`config.mk`:
```
export PLATFORM = sky130hd
export DESIGN_NAME = i2c_target_regs
export DESIGN_NICKNAME = d
export VERILOG_FILES = /design/src/rtl/i2c_pkg.sv /design/src/rtl/i2c_bus_sync.sv /design/src/rtl/i2c_target_regs.sv
export SDC_FILE = /design/constraint.sdc
export NUM_CORES = 1
export LEC_CHECK = 0
export ABC_AREA = 1
export ABC_CLOCK_PERIOD_IN_PS = 2200
export BUFFER_PORTS_ARGS = -buffer_cell sky130_fd_sc_hd__buf_4
export CAP_MARGIN = 0
export CORE_UTILIZATION = 55
export CTS_BUF_LIST = sky130_fd_sc_hd__clkbuf_8
export CTS_CLUSTER_SIZE = 10
export DETAILED_ROUTE_END_ITERATION = 10
export PLACE_DENSITY = 0.84
export REMOVE_ABC_BUFFERS = 1
export SLEW_MARGIN = 20
export SYNTH_ARGS = -nofsm -noshare
export SYNTH_HDL_FRONTEND = slang
export SYNTH_SLANG_ARGS = --single-unit
export TNS_END_PERCENT = 30
```
`constraint.sdc`:
```
create_clock -name clk -period 2.2 [get_ports clk]
set_input_delay 0.44 -clock clk [delete_from_list [all_inputs] [get_ports clk]]
set_output_delay 0.44 -clock clk [all_outputs]
set_load 0.01 [all_outputs]
```
`src/rtl/i2c_pkg.sv`:
```
// i2c_pkg: state encoding and bus constants shared by the I2C blocks.
package i2c_pkg;

    typedef enum logic [3:0] {
        IDLE,
        ADDR,
        ADDR_ACK,
        REG,
        REG_ACK,
        WDATA,
        WDATA_ACK,
        RDATA,
        RDATA_MACK,
        IGNORE
    } i2c_state_e;

    localparam logic I2C_READ  = 1'b1;
    localparam logic I2C_WRITE = 1'b0;

endpackage

```
`src/rtl/i2c_bus_sync.sv`:
```
// i2c_bus_sync: synchronizes SCL/SDA and flags SCL edges plus START/STOP conditions.
module i2c_bus_sync #(
    parameter int SyncStages = 2
) (
    input  logic clk,
    input  logic reset,
    input  logic scl,
    input  logic sda_in,
    output logic scl_rise,
    output logic scl_fall,
    output logic start,
    output logic stop,
    output logic sda_s
);

    logic [SyncStages-1:0] scl_sync_q, sda_sync_q;
    logic scl_p_q, sda_p_q;
    logic scl_rise_q, scl_fall_q, start_q, stop_q;
    logic scl_now, sda_now;

    assign scl_now = scl_sync_q[SyncStages-1];
    assign sda_now = sda_sync_q[SyncStages-1];

    // Sync chains reset to the idle-bus level so release never fakes an edge.
    always_ff @(posedge clk or posedge reset) begin
        if (reset) begin
            scl_sync_q <= '1;
            sda_sync_q <= '1;
            scl_p_q    <= 1'b1;
            sda_p_q    <= 1'b1;
            scl_rise_q <= 1'b0;
            scl_fall_q <= 1'b0;
            start_q    <= 1'b0;
            stop_q     <= 1'b0;
        end else begin
            scl_sync_q <= {scl_sync_q[SyncStages-2:0], scl};
            sda_sync_q <= {sda_sync_q[SyncStages-2:0], sda_in};
            scl_p_q    <= scl_now;
            sda_p_q    <= sda_now;
            scl_rise_q <= scl_now & ~scl_p_q;
            scl_fall_q <= ~scl_now & scl_p_q;
            start_q    <= scl_now & scl_p_q & ~sda_now & sda_p_q;
            stop_q     <= scl_now & scl_p_q & sda_now & ~sda_p_q;
        end
    end

    assign scl_rise = scl_rise_q;
    assign scl_fall = scl_fall_q;
    assign start    = start_q;
    assign stop     = stop_q;
    assign sda_s    = sda_p_q;

endmodule

```
`src/rtl/i2c_target_regs.sv`:
```
// i2c_target_regs: I2C target turning bus transactions into register read/write strobes.
module i2c_target_regs
    import i2c_pkg::*;
#(
    parameter logic [6:0] I2CAddress = 7'h7f,
    parameter int         SyncStages = 2
) (
    input  logic       clk,
    input  logic       reset,
    input  logic       scl,
    input  logic       sda_in,
    output logic       sda_oe,
    output logic [7:0] reg_addr,
    output logic       reg_wr,
    output logic [7:0] reg_wdata,
    output logic       reg_rd,
    input  logic [7:0] reg_rdata,
    output logic       busy
);

    logic scl_rise, scl_fall, start, stop, sda_s;

    i2c_bus_sync #(.SyncStages(SyncStages)) u_sync (
        .clk      (clk),
        .reset    (reset),
        .scl      (scl),
        .sda_in   (sda_in),
        .scl_rise (scl_rise),
        .scl_fall (scl_fall),
        .start    (start),
        .stop     (stop),
        .sda_s    (sda_s)
    );

    i2c_state_e state_q;
    logic [2:0] cnt_q;
    logic [6:0] shift_q;
    logic [7:0] tx_q, addr_q, wdata_q, byte_in;
    logic       rw_q, wr_q, rd_q, oe_q, busy_q;

    assign byte_in = {shift_q, sda_s};

    // ACK states use cnt_q as a phase: 0 = waiting to drive ACK, 1/2 = ACK bit in flight.
    always_ff @(posedge clk or posedge reset) begin
        if (reset) begin
            state_q <= IDLE;
            cnt_q   <= '0;
            shift_q <= '0;
            tx_q    <= '0;
            addr_q  <= '0;
            wdata_q <= '0;
            rw_q    <= I2C_WRITE;
            wr_q    <= 1'b0;
            rd_q    <= 1'b0;
            oe_q    <= 1'b0;
            busy_q  <= 1'b0;
        end else begin
            wr_q <= 1'b0;
            rd_q <= 1'b0;
            if (wr_q) addr_q <= addr_q + 8'd1;
            if (rd_q) tx_q <= reg_rdata;
            if (stop) begin
                state_q <= IDLE;
                cnt_q   <= '0;
                oe_q    <= 1'b0;
                busy_q  <= 1'b0;
            end else if (start) begin
                state_q <= ADDR;
                cnt_q   <= '0;
                oe_q    <= 1'b0;
            end else begin
                case (state_q)
                    ADDR: if (scl_rise) begin
                        shift_q <= byte_in[6:0];
                        cnt_q   <= cnt_q + 3'd1;
                        if (cnt_q == 3'd7) begin
                            cnt_q   <= '0;
                            state_q <= (byte_in[7:1] == I2CAddress) ? ADDR_ACK : IGNORE;
                            if (byte_in[7:1] == I2CAddress) begin
                                rw_q   <= byte_in[0];
                                busy_q <= 1'b1;
                            end
                        end
                    end
                    REG, WDATA: if (scl_rise) begin
                        shift_q <= byte_in[6:0];
                        cnt_q   <= cnt_q + 3'd1;
                        if (cnt_q == 3'd7) begin
                            cnt_q   <= '0;
                            state_q <= (state_q == REG) ? REG_ACK : WDATA_ACK;
                            if (state_q == REG) addr_q <= byte_in;
                            else wdata_q <= byte_in;
                        end
                    end
                    ADDR_ACK, REG_ACK, WDATA_ACK: if (scl_fall) begin
                        if (cnt_q == 3'd0) begin
                            oe_q  <= 1'b1;
                            cnt_q <= 3'd1;
                            rd_q  <= (state_q == ADDR_ACK) && (rw_q == I2C_READ);
                            wr_q  <= (state_q == WDATA_ACK);
                        end else begin
                            cnt_q   <= '0;
                            oe_q    <= 1'b0;
                            state_q <= (state_q != ADDR_ACK) ? WDATA :
                                       (rw_q == I2C_READ) ? RDATA : REG;
                            if (state_q == ADDR_ACK && rw_q == I2C_READ) begin
                                oe_q <= ~tx_q[7];
                                tx_q <= {tx_q[6:0], 1'b0};
                            end
                        end
                    end
                    RDATA: begin
                        if (scl_fall) begin
                            oe_q <= ~tx_q[7];
                            tx_q <= {tx_q[6:0], 1'b0};
                        end
                        if (scl_rise) begin
                            cnt_q <= cnt_q + 3'd1;
                            if (cnt_q == 3'd7) begin
                                cnt_q   <= '0;
                                state_q <= RDATA_MACK;
                            end
                        end
                    end
                    RDATA_MACK: begin
                        if (scl_fall && cnt_q == 3'd0) begin
                            oe_q  <= 1'b0;
                            cnt_q <= 3'd1;
                        end
                        if (scl_rise && cnt_q == 3'd1) begin
                            cnt_q   <= sda_s ? 3'd0 : 3'd2;
                            state_q <= sda_s ? IGNORE : RDATA_MACK;
                            if (!sda_s) begin
                                addr_q <= addr_q + 8'd1;
                                rd_q   <= 1'b1;
                            end
                        end
                        if (scl_fall && cnt_q == 3'd2) begin
                            cnt_q   <= '0;
                            state_q <= RDATA;
                            oe_q    <= ~tx_q[7];
                            tx_q    <= {tx_q[6:0], 1'b0};
                        end
                    end
                    default: ;
                endcase
            end
        end
    end

    assign sda_oe    = oe_q;
    assign reg_addr  = addr_q;
    assign reg_wr    = wr_q;
    assign reg_wdata = wdata_q;
    assign reg_rd    = rd_q;
    assign busy      = busy_q;

endmodule

```
==> metrics <==
outcome=complete, no violations; commonest non-fill, non-tap cell in the layout=nand2_1; Starting DRT DRC Count=277; post-synth top area cell=dfrtp_1; CP max FO=7; Max Clk Rate=551.9 MHz; Slew HR=0.6959; Synth top area share=0.3765; drt drc=0; P per Cell Area=roughly 950 nW/µm²; Clock Skew=~0.013 ns; IO Count=32; RR Startpoint=cnt_q[0]; initial antenna violation count=0; Hold Violations, Final=0; EDFF count, synth=0; Routed WL=7.119 mm; Final Util=0.6412; Worst R2R Setup Slack=0.39 ns; worst stage delay on the critical path=0.44 ns; PostCTS Resize Cnt=0; die area=about 6000 µm²; most frequent cells in the layout=nand2_1, dfrtp_1, inv_1, nor2_1, nand3_1; Area Growth Syn to Fin=13.02%; worst hold-check path type=input pin to async pin; drt wl/cell=13.16 µm; Die Ht=about 77 µm; Seq pwr share=0.382; Clock transition at path regs=0.10 ns; # setup viols final=0; Starting Density=0.5674; Buf/Inv on CP=1; R2R Path End=reg_addr[5]; Setup TNS Final=0 ns; Multi-input gate area=1590 µm²; leakage power=1.842 nW; Post-Synthesis Cells=~440; Hold WS=around 0.14 ns; CP endpoint kind=flip-flop; DR vias/cell=5.440; unrepaired setup endpoints after global routing=no; Avg Synthesized Cell Area=7.182 µm²; Mapped Area=3124 µm²; Core ar.=5507 µm²; worst slew pin tran=0.4556 ns; fraction of registers with async set/reset=1.000; Worst-Skew Late Latency=0.31 ns; Final GP Congestion=0.9677; CP required=2.46 ns; largest net degree at the start of global routing=34; Cell Area, Placed=around 3400 µm²; Internal=around 1.8 mW; Design Area, Final=3531 µm²; H-tree lvl count=2; clk sinks=between 50 and 60; Top delay family on crit path=simple AND/OR/NAND/NOR gates; cell depth of the worst flop-to-flop path=11; DIE WIDTH=77.37 µm; critical path class=flip-flop to flip-flop; setup bufs post-CTS=0; Max-Cap Viols=0; Synth warnings=0; total grt overflow=0; Port Buffer Count=31; dpl ws=0.4460 ns; Min Clock Period, post-route=about 1.8 ns; switching part of the total=0.4529; Critical Path AT=slightly above 2 ns; ANT cells=0; Area contributors post-synth=dfrtp_1, nand2_1, nand3_1, dfstp_2, inv_1; post-DP HPWL=5.314 mm; Total GRT Usage=0.2527; synth unique cells=35; Setup crit start kind=flip-flop; Top FF cell, synth=dfrtp_1; first-pass detailed-route iteration total=5; Max clock buf depth=2; register area=~1300 µm²; maximum VDD drop=473.0 µV; Clock Power Share=0.170; fillers=495; CTS buffer count=5; critical path cell sequence=ha_1 -> ha_1 -> nand2_1 -> inv_1 -> nand2_2 -> nand2_1 -> nand2_2 -> nand3_1 -> nand2_1 -> nand2_1 -> nand2_1; vias in the first global route=2,631; global-route wire length before repair=~12 mm; Net Sw Power=1.524 mW; CP dominant cell by count=nand2_1; post-synthesis sequential area ratio=0.4269; CTS tree=done; final net count=486; CP max-delay cell=dfrtp_1; Tcrit/Tclk final=0.8236; via count=2,943; share of cells above drive strength 1=0.1620; row count=27; post-route worst setup slack=roughly 0.39 ns; Post-DRT Antenna Nets=0; clock root cell=clkbuf_8; number of synthesized register bits=53; final slew viol count=0; combinational power share=0.448; cts-stage hold buffer count=0
==> per-stage QoR <==
stage	power, mW	cells
after floorplan	2.407	428
after global placement	2.764	533
after detailed placement	2.790	533
after CTS	3.369	541
after global routing	3.628	541
final	3.364	541
==> cell families (layout without fill, tap and decap cells) <==
| kind of cell | count (synthesis) | in the layout | synth area share |
|---|---|---|---|
| fa+ha+maj | 6 | 6 | 0.02403 |
| compound gates | 46 | 46 | 0.08090 |
| flops | 53 | 53 | 0.4269 |
| simple gates | 275 | 275 | 0.3893 |
| xor+xnor | 3 | 3 | 0.008412 |
| buf+inv | 50 | 84 | 0.06408 |
| mux | 2 | 2 | 0.006408 |
==> synthesized netlist by cell type, drive strengths merged (2+ instances only) <==
master    n
o22ai     2
clkbuf    2
nand3    36
nor3      3
dfrtp    47
xnor2     2
nor2     47
nand2   181
o21ai    33
buf       5
a21oi     4
nand4     7
a22oi     2
ha        6
mux2i     2
dfstp     6
inv      43
==> power groups by stage <==
stage               Clock, mW  Combinational [mW]  Sequential [mW]
detailed placement          0                1.49             1.30
global placement            0                1.47             1.29
CTS                     0.592                1.49             1.28
finish                  0.571                1.51             1.29
floorplan                   0                1.13             1.27
global route            0.618                1.71             1.30
==> area by class of cell <==
class | count | area share
clock inverter | 3 | 0.007442
sequential | 53 | 0.3777
timing repair buffer | 33 | 0.07371
multi-input combinational | 332 | 0.4504
clock buffer | 5 | 0.01949
tap | 72 | 0.02551
inverter | 43 | 0.04571
==> worst register-to-register path: stages, from the launching register on <==
cell and delay, ns:
dfrtp_1 0.44, ha_1 0.22, ha_1 0.19, nand2_1 0.14
inv_1 0.11, nand2_2 0.14, nand2_1 0.08, nand2_2 0.14
nand3_1 0.10, nand2_1 0.08, nand2_1 0.05, nand2_1 0.07
==> per-layer routing <==
metal,wire length (µm),share of wire,track usage
met1,3348,0.47,0.3608
met2,3198,0.45,0.3885
met3,415,0.058,0.03882
met4,156,0.022,0.09434
met5,0,0,0
==> how the worst max path moves through the flow <==
stage | start | end | slack (ns) | depth (start not counted)
finish | cnt_q[0] | reg_addr[5] | 0.39 | 11
global route | cnt_q[0] | reg_addr[3] | 0.24 | 11
CTS | cnt_q[0] | reg_addr[5] | 0.43 | 11
detailed placement | cnt_q[0] | reg_addr[5] | 0.45 | 11
global placement | cnt_q[0] | reg_addr[5] | 0.52 | 11
floorplan | reset | busy | 0.48 | 1
==> flip-flops by register name, indices dropped and copies added, names as in the netlist, 2 cells and up <==
register and cells:
reg_wdata 8, u_sync.sda_sync_q 2, reg_addr 8, shift_q 7, tx_q 8, state_q 4
u_sync.scl_sync_q 2, cnt_q 3
No activity file was read; power rests on OpenSTA's default activity.
